==> config.mk <==
export PLATFORM = sky130hd
export DESIGN_NAME = multi_cycle_sequencer
export DESIGN_NICKNAME = d
export VERILOG_FILES = /design/src/rtl/cpu_pkg.sv /design/src/rtl/mem_wait_timer.sv /design/src/rtl/multi_cycle_sequencer.sv
export SDC_FILE = /design/constraint.sdc
export NUM_CORES = 1
export LEC_CHECK = 0
export CORE_MARGIN = 1.5
export CORE_UTILIZATION = 40
export DETAILED_ROUTE_END_ITERATION = 8
export PLACE_DENSITY = 0.74
export SLEW_MARGIN = 20
export SYNTH_ARGS = -nofsm -noshare
export SYNTH_HDL_FRONTEND = slang
export SYNTH_SLANG_ARGS = --single-unit
==> constraint.sdc <==
create_clock -name Clock -period 2 [get_ports Clock]
set_input_delay 0.2 -clock Clock [delete_from_list [all_inputs] [get_ports Clock]]
set_output_delay 0.2 -clock Clock [all_outputs]
set_load 0.01 [all_outputs]
==> src/rtl/cpu_pkg.sv <==
// Shared definitions for the multi-cycle CPU control path: opcodes, sequencer
// states and the ALU control encodings driven onto the datapath.
package cpu_pkg;

  localparam logic [3:0] OP_RTYPE = 4'b0110;
  localparam logic [3:0] OP_ADDI  = 4'b0001;
  localparam logic [3:0] OP_LS    = 4'b0010;
  localparam logic [3:0] OP_SS    = 4'b0011;
  localparam logic [3:0] OP_BEQ   = 4'b0100;

  typedef enum logic [3:0] {
    StFetch   = 4'd0,
    StDecode  = 4'd1,
    StExecR   = 4'd2,
    StExecI   = 4'd3,
    StMemAddr = 4'd4,
    StMemRd   = 4'd5,
    StMemWr   = 4'd6,
    StWbR     = 4'd7,
    StWbI     = 4'd8,
    StWbMem   = 4'd9,
    StBranch  = 4'd10,
    StFault   = 4'd11
  } state_e;

  typedef enum logic [1:0] {
    AluAdd   = 2'b00,
    AluSub   = 2'b01,
    AluFunct = 2'b10
  } alu_op_e;

  typedef enum logic [1:0] {
    SrcBReg = 2'b00,
    SrcBOne = 2'b01,
    SrcBImm = 2'b10
  } alu_src_b_e;

  // States that wait on the memory handshake and therefore run the stall timer.
  function automatic logic isMemState(state_e s);
    return (s == StFetch) || (s == StMemRd) || (s == StMemWr);
  endfunction

endpackage

==> src/rtl/mem_wait_timer.sv <==
// Consecutive-stall counter; expired flags the cycle on which one more stall
// would exceed WAIT_MAX. WAIT_MAX = 0 never expires.
module mem_wait_timer #(
  parameter int unsigned WAIT_MAX = 15
) (
  input  logic Clock,
  input  logic Reset,
  input  logic clear,
  input  logic count,
  output logic expired
);

  localparam int unsigned CntW = (WAIT_MAX > 0) ? $clog2(WAIT_MAX + 1) : 1;

  logic [CntW-1:0] cntQ;

  assign expired = (WAIT_MAX != 0) && (cntQ == CntW'(WAIT_MAX));

  // Saturates at WAIT_MAX so a held value can never wrap back below the limit.
  always_ff @(posedge Clock) begin
    if (Reset || clear) begin
      cntQ <= '0;
    end else if (count && !expired) begin
      cntQ <= cntQ + 1'b1;
    end
  end

endmodule

==> src/rtl/multi_cycle_sequencer.sv <==
// Multi-cycle control sequencer: steps each instruction through fetch, decode,
// execute, memory and write-back, driving datapath enables and mux selects.
module multi_cycle_sequencer
  import cpu_pkg::*;
#(
  parameter int unsigned WAIT_MAX = 15
) (
  input  logic       Clock,
  input  logic       Reset,
  input  logic [3:0] OPCODE,
  input  logic       Zero,
  input  logic       MemReady,
  output logic       MemRead,
  output logic       MemWrite,
  output logic       IorD,
  output logic       IRWrite,
  output logic       PCWrite,
  output logic       PCWriteCond,
  output logic       PCSource,
  output logic       AluSrcA,
  output logic [1:0] AluSrcB,
  output logic [1:0] AluOp,
  output logic       RegDst,
  output logic       RegWrite,
  output logic       MemToReg,
  output logic       InstrDone,
  output logic       Fault,
  output logic [3:0] StateOut
);

  state_e stateQ, stateD;
  logic   waitExpired;
  logic   unusedZero;

  // Zero gates the PC load in the datapath, not here.
  assign unusedZero = Zero;
  assign StateOut   = stateQ;

  mem_wait_timer #(
    .WAIT_MAX(WAIT_MAX)
  ) uWaitTimer (
    .Clock  (Clock),
    .Reset  (Reset),
    .clear  (stateD != stateQ),
    .count  (isMemState(stateQ) && !MemReady),
    .expired(waitExpired)
  );

  always_ff @(posedge Clock) begin
    if (Reset) begin
      stateQ <= StFetch;
    end else begin
      stateQ <= stateD;
    end
  end

  always_comb begin
    stateD      = stateQ;
    MemRead     = 1'b0;
    MemWrite    = 1'b0;
    IorD        = 1'b0;
    IRWrite     = 1'b0;
    PCWrite     = 1'b0;
    PCWriteCond = 1'b0;
    PCSource    = 1'b0;
    AluSrcA     = 1'b0;
    AluSrcB     = SrcBReg;
    AluOp       = AluAdd;
    RegDst      = 1'b0;
    RegWrite    = 1'b0;
    MemToReg    = 1'b0;
    InstrDone   = 1'b0;
    Fault       = 1'b0;

    unique case (stateQ)
      StFetch: begin
        MemRead = 1'b1;
        AluSrcB = SrcBOne;
        IRWrite = MemReady;
        PCWrite = MemReady;
        if (MemReady)         stateD = StDecode;
        else if (waitExpired) stateD = StFault;
      end
      StDecode: begin
        AluSrcB = SrcBImm;
        unique case (OPCODE)
          OP_RTYPE:     stateD = StExecR;
          OP_ADDI:      stateD = StExecI;
          OP_LS, OP_SS: stateD = StMemAddr;
          OP_BEQ:       stateD = StBranch;
          default:      stateD = StFault;
        endcase
      end
      StExecR: begin
        AluSrcA = 1'b1;
        AluOp   = AluFunct;
        stateD  = StWbR;
      end
      StWbR: begin
        RegDst    = 1'b1;
        RegWrite  = 1'b1;
        InstrDone = 1'b1;
        stateD    = StFetch;
      end
      StExecI: begin
        AluSrcA = 1'b1;
        AluSrcB = SrcBImm;
        stateD  = StWbI;
      end
      StWbI: begin
        RegWrite  = 1'b1;
        InstrDone = 1'b1;
        stateD    = StFetch;
      end
      StMemAddr: begin
        AluSrcA = 1'b1;
        AluSrcB = SrcBImm;
        stateD  = (OPCODE == OP_SS) ? StMemWr : StMemRd;
      end
      StMemRd: begin
        MemRead = 1'b1;
        IorD    = 1'b1;
        if (MemReady)         stateD = StWbMem;
        else if (waitExpired) stateD = StFault;
      end
      StWbMem: begin
        RegWrite  = 1'b1;
        MemToReg  = 1'b1;
        InstrDone = 1'b1;
        stateD    = StFetch;
      end
      StMemWr: begin
        MemWrite  = 1'b1;
        IorD      = 1'b1;
        InstrDone = MemReady;
        if (MemReady)         stateD = StFetch;
        else if (waitExpired) stateD = StFault;
      end
      StBranch: begin
        AluSrcA     = 1'b1;
        AluOp       = AluSub;
        PCWriteCond = 1'b1;
        PCSource    = 1'b1;
        InstrDone   = 1'b1;
        stateD      = StFetch;
      end
      StFault: begin
        Fault = 1'b1;
      end
      // Unused encodings are treated as a fault rather than silently recovering.
      default: stateD = StFault;
    endcase
  end

endmodule

==> run metrics <==
status=completed; synthesized area per cell=7.15 um2; Worst Hold Depth=4; Unique masters post-synth=47; Mapped Area=865 um2; H-tree depth=1; WP buf/inv=0; worst hold path type=input pin to flip-flop; Setup WS pre-CTS=-0.367 ns; ys async rst share=0%; slowest cell on the critical path=or4b_1; Least-Margin Pin Slew=0.399 ns; drt wl/cell=about 14 um; final hold vios=0; CTS tree=yes; clk buf depth=2; maxcap violations=0; Worst Setup SP=uWaitTimer.cntQ[0]; most frequent cells in the layout=28 x buf_4, 23 x nor2_1, 13 x dlygate4sd2_1, 8 x clkdlybuf4s50_1; # nets final=182; Via density=5.48; Overflow after GRT=0; num ports=29; flops & latches, synth=8; Worst Setup Path Type=flip-flop to flip-flop; unrepaired setup endpoints after global routing=yes; Worst Path Required=2.17 ns; FF-to-FF setup slack=about 0.052 ns; reg2reg path depth=7; number of port buffers=27; hold endpoint=StateOut[2]; CP Launch Type=flip-flop; clk_lat worst skew=0.25 ns; Peak Freq=0.513 GHz; number of CTS-inserted buffers=3; P&R area growth vs syn=62.8%; Synth Instances=121; Die H=just under 50 um; P per Cell Area=1320 mW/mm2; Pleak=0.695 nW; initial antenna violation count=0; DR pass1 iterations=4; largest net degree at the start of global routing=15; Final setup viols=0; normalized max-slew margin=72.7%; max-slew violations=0; CTS Sinks=8; RD Place Congestion=0.938; FF-to-FF End=uWaitTimer.cntQ[2]; Ys Warns=0; Worst path top cell family by delay=compound AO/OA/AOI/OAI gates; layout cells sized above 1=~28%; Clk pin slew, worst setup/hold paths=approximately 0.050 ns; Core Rows=16; Die ar.=0.00245 mm2; first-pass GRT wire length=4590 um; Critical Path Max Stage Delay=0.47 ns; worst r2r src=uWaitTimer.cntQ[0]; Setup WS post-layout=0.0522 ns; Tcrit/Tclk final=between 90 and 100%; cell breakdown of the critical path=ha_2, nand4b_2, o21ai_1, o2bb2ai_1, or4b_1, a2111o_1, a211oi_2; post-detailed-routing wire length=2740 um; Peak supply drop=0.000738 V; post-synthesis sequential area ratio=18.5%; crit path DAT=2.12 ns; Post-synth EDFFs=0; hpwl dp=2120 um; commonest non-fill, non-tap cell in the layout=buf_4; Tmin final=around 1.9 ns; WHS=0.536 ns; Core ar.=0.00200 mm2; CP Capture Type=flip-flop; Die W=49.5 um; skew final=0.000706 ns; Initial DRC Count=38; Worst Path Max Fanout=4; Mapped Nets=130; top_reg_cell synth=dfxtp_1; vias=between 1,000 and 1,500; DRC=0; ant diodes=0; initial core utilization=43.2%; Total Routing Usage GR=23.6%; Worst Hold Launch=OPCODE[2]; vias in the first global route=1,046; Routed Antenna Nets=0; root buffer cell=clkbuf_4
[layout make-up]
cell class | count | area, um2
Fill cell | 173 | 594
Multi-Input combinational cell | 100 | 677
Timing Repair Buffer | 57 | 502
Sequential cell | 8 | 161
Clock buffer | 3 | 22.5
Inverter | 3 | 11.3
Tap cell | 27 | 33.8
[Yosys cell counts, types with 2 or more instances]
cell type  number  area share, %
o31ai_1         3            2.6
inv_1           3            1.3
nor2_1         23             10
clkbuf_1        2           0.87
nor3_1          4            2.3
nand2_1         7            3.0
o21bai_1        3            2.6
a31oi_1         3            2.2
buf_4           5            4.3
o22ai_1         3            2.2
nand3_1         4            2.3
mux2i_1         2            2.3
or2b_1          2            1.7
nand2b_1        6            4.3
o21ai_0         3            1.7
a21oi_1         7            4.1
buf_1           2           0.87
dfxtp_1         8             19
o211ai_1        3            2.6
[cells by family (layout without fill, tap and decap cells)]
family	count (synthesis)	count (layout)	share of synthesized area (%)
AO/OA/AOI/OAI	36	36	30.2
XOR/XNOR	3	3	3.91
adder cells (fa/ha/maj)	2	2	2.60
buffers and inverters	13	63	7.96
flip-flops	8	8	18.5
multiplexers	2	2	2.32
AND/OR/NAND/NOR	57	57	34.4
[worst register-to-register path: stages, from the launching register on]
cell	delay (ns)
dfxtp_1	0.31
ha_2	0.21
nand4b_2	0.09
o21ai_1	0.06
o2bb2ai_1	0.14
or4b_1	0.47
a2111o_1	0.44
a211oi_2	0.16
[report_power, final]
| part | switching [W] | total [W] | leakage (nW) | internal (W) |
|---|---|---|---|---|
| Sequential | 0.0000323 | 0.000232 | 0.0656 | 0.000200 |
| Combinational | 0.000746 | 0.00151 | 0.615 | 0.000767 |
| Clock | 0.0000479 | 0.000116 | 0.0138 | 0.0000682 |
| Total | 0.000826 | 0.00186 | 0.695 | 0.00104 |
[metal layers]
| layer | up-vias | GRT usage, % | wire [um] |
|---|---|---|---|
| li1 | 543 | - | - |
| met1 | 501 | 30.7 | 1200 |
| met2 | 41 | 39.6 | 1390 |
| met3 | 0 | 4.55 | 151 |
| met4 | 0 | 6.48 | 0 |
| met5 | - | 0 | 0 |
[worst max path at each step]
stage / slack [ns] / cells after the start / end
after floorplan: 0.01 / 6 / uWaitTimer.cntQ[2]
after global placement: -0.30 / 7 / uWaitTimer.cntQ[2]
after detailed placement: -0.37 / 6 / uWaitTimer.cntQ[2]
after CTS: 0.01 / 5 / InstrDone
after global routing: -0.04 / 7 / uWaitTimer.cntQ[2]
final: 0.05 / 7 / uWaitTimer.cntQ[2]
[registers in the layout (all words and copies together) (netlist names)]
signal,flops
StateOut,4
uWaitTimer.cntQ,4
[through the flow]
step                TNS, ns  power (W)  utilization [%]  cell area [um2]  cells
floorplan                 0    0.00102                -              865    121
global placement      -1.06    0.00169             66.4             1330    194
detailed placement    -1.31    0.00171             66.4             1330    194
CTS                       0    0.00185             68.9             1380    198
global route        -0.0377    0.00201             70.3             1410    198
finish                    0    0.00186             70.3             1410    198
[timing repair]
item                                   in CTS  in global routing
endpoints found under the hold margin       0                  0
gates resized for setup                    22                 10
pin swaps                                   5                  3
hold buffers                                0                  0
buffers inserted                            1                  0
setup endpoints to repair                  18                 11
Power figures use the tool's default switching activity.
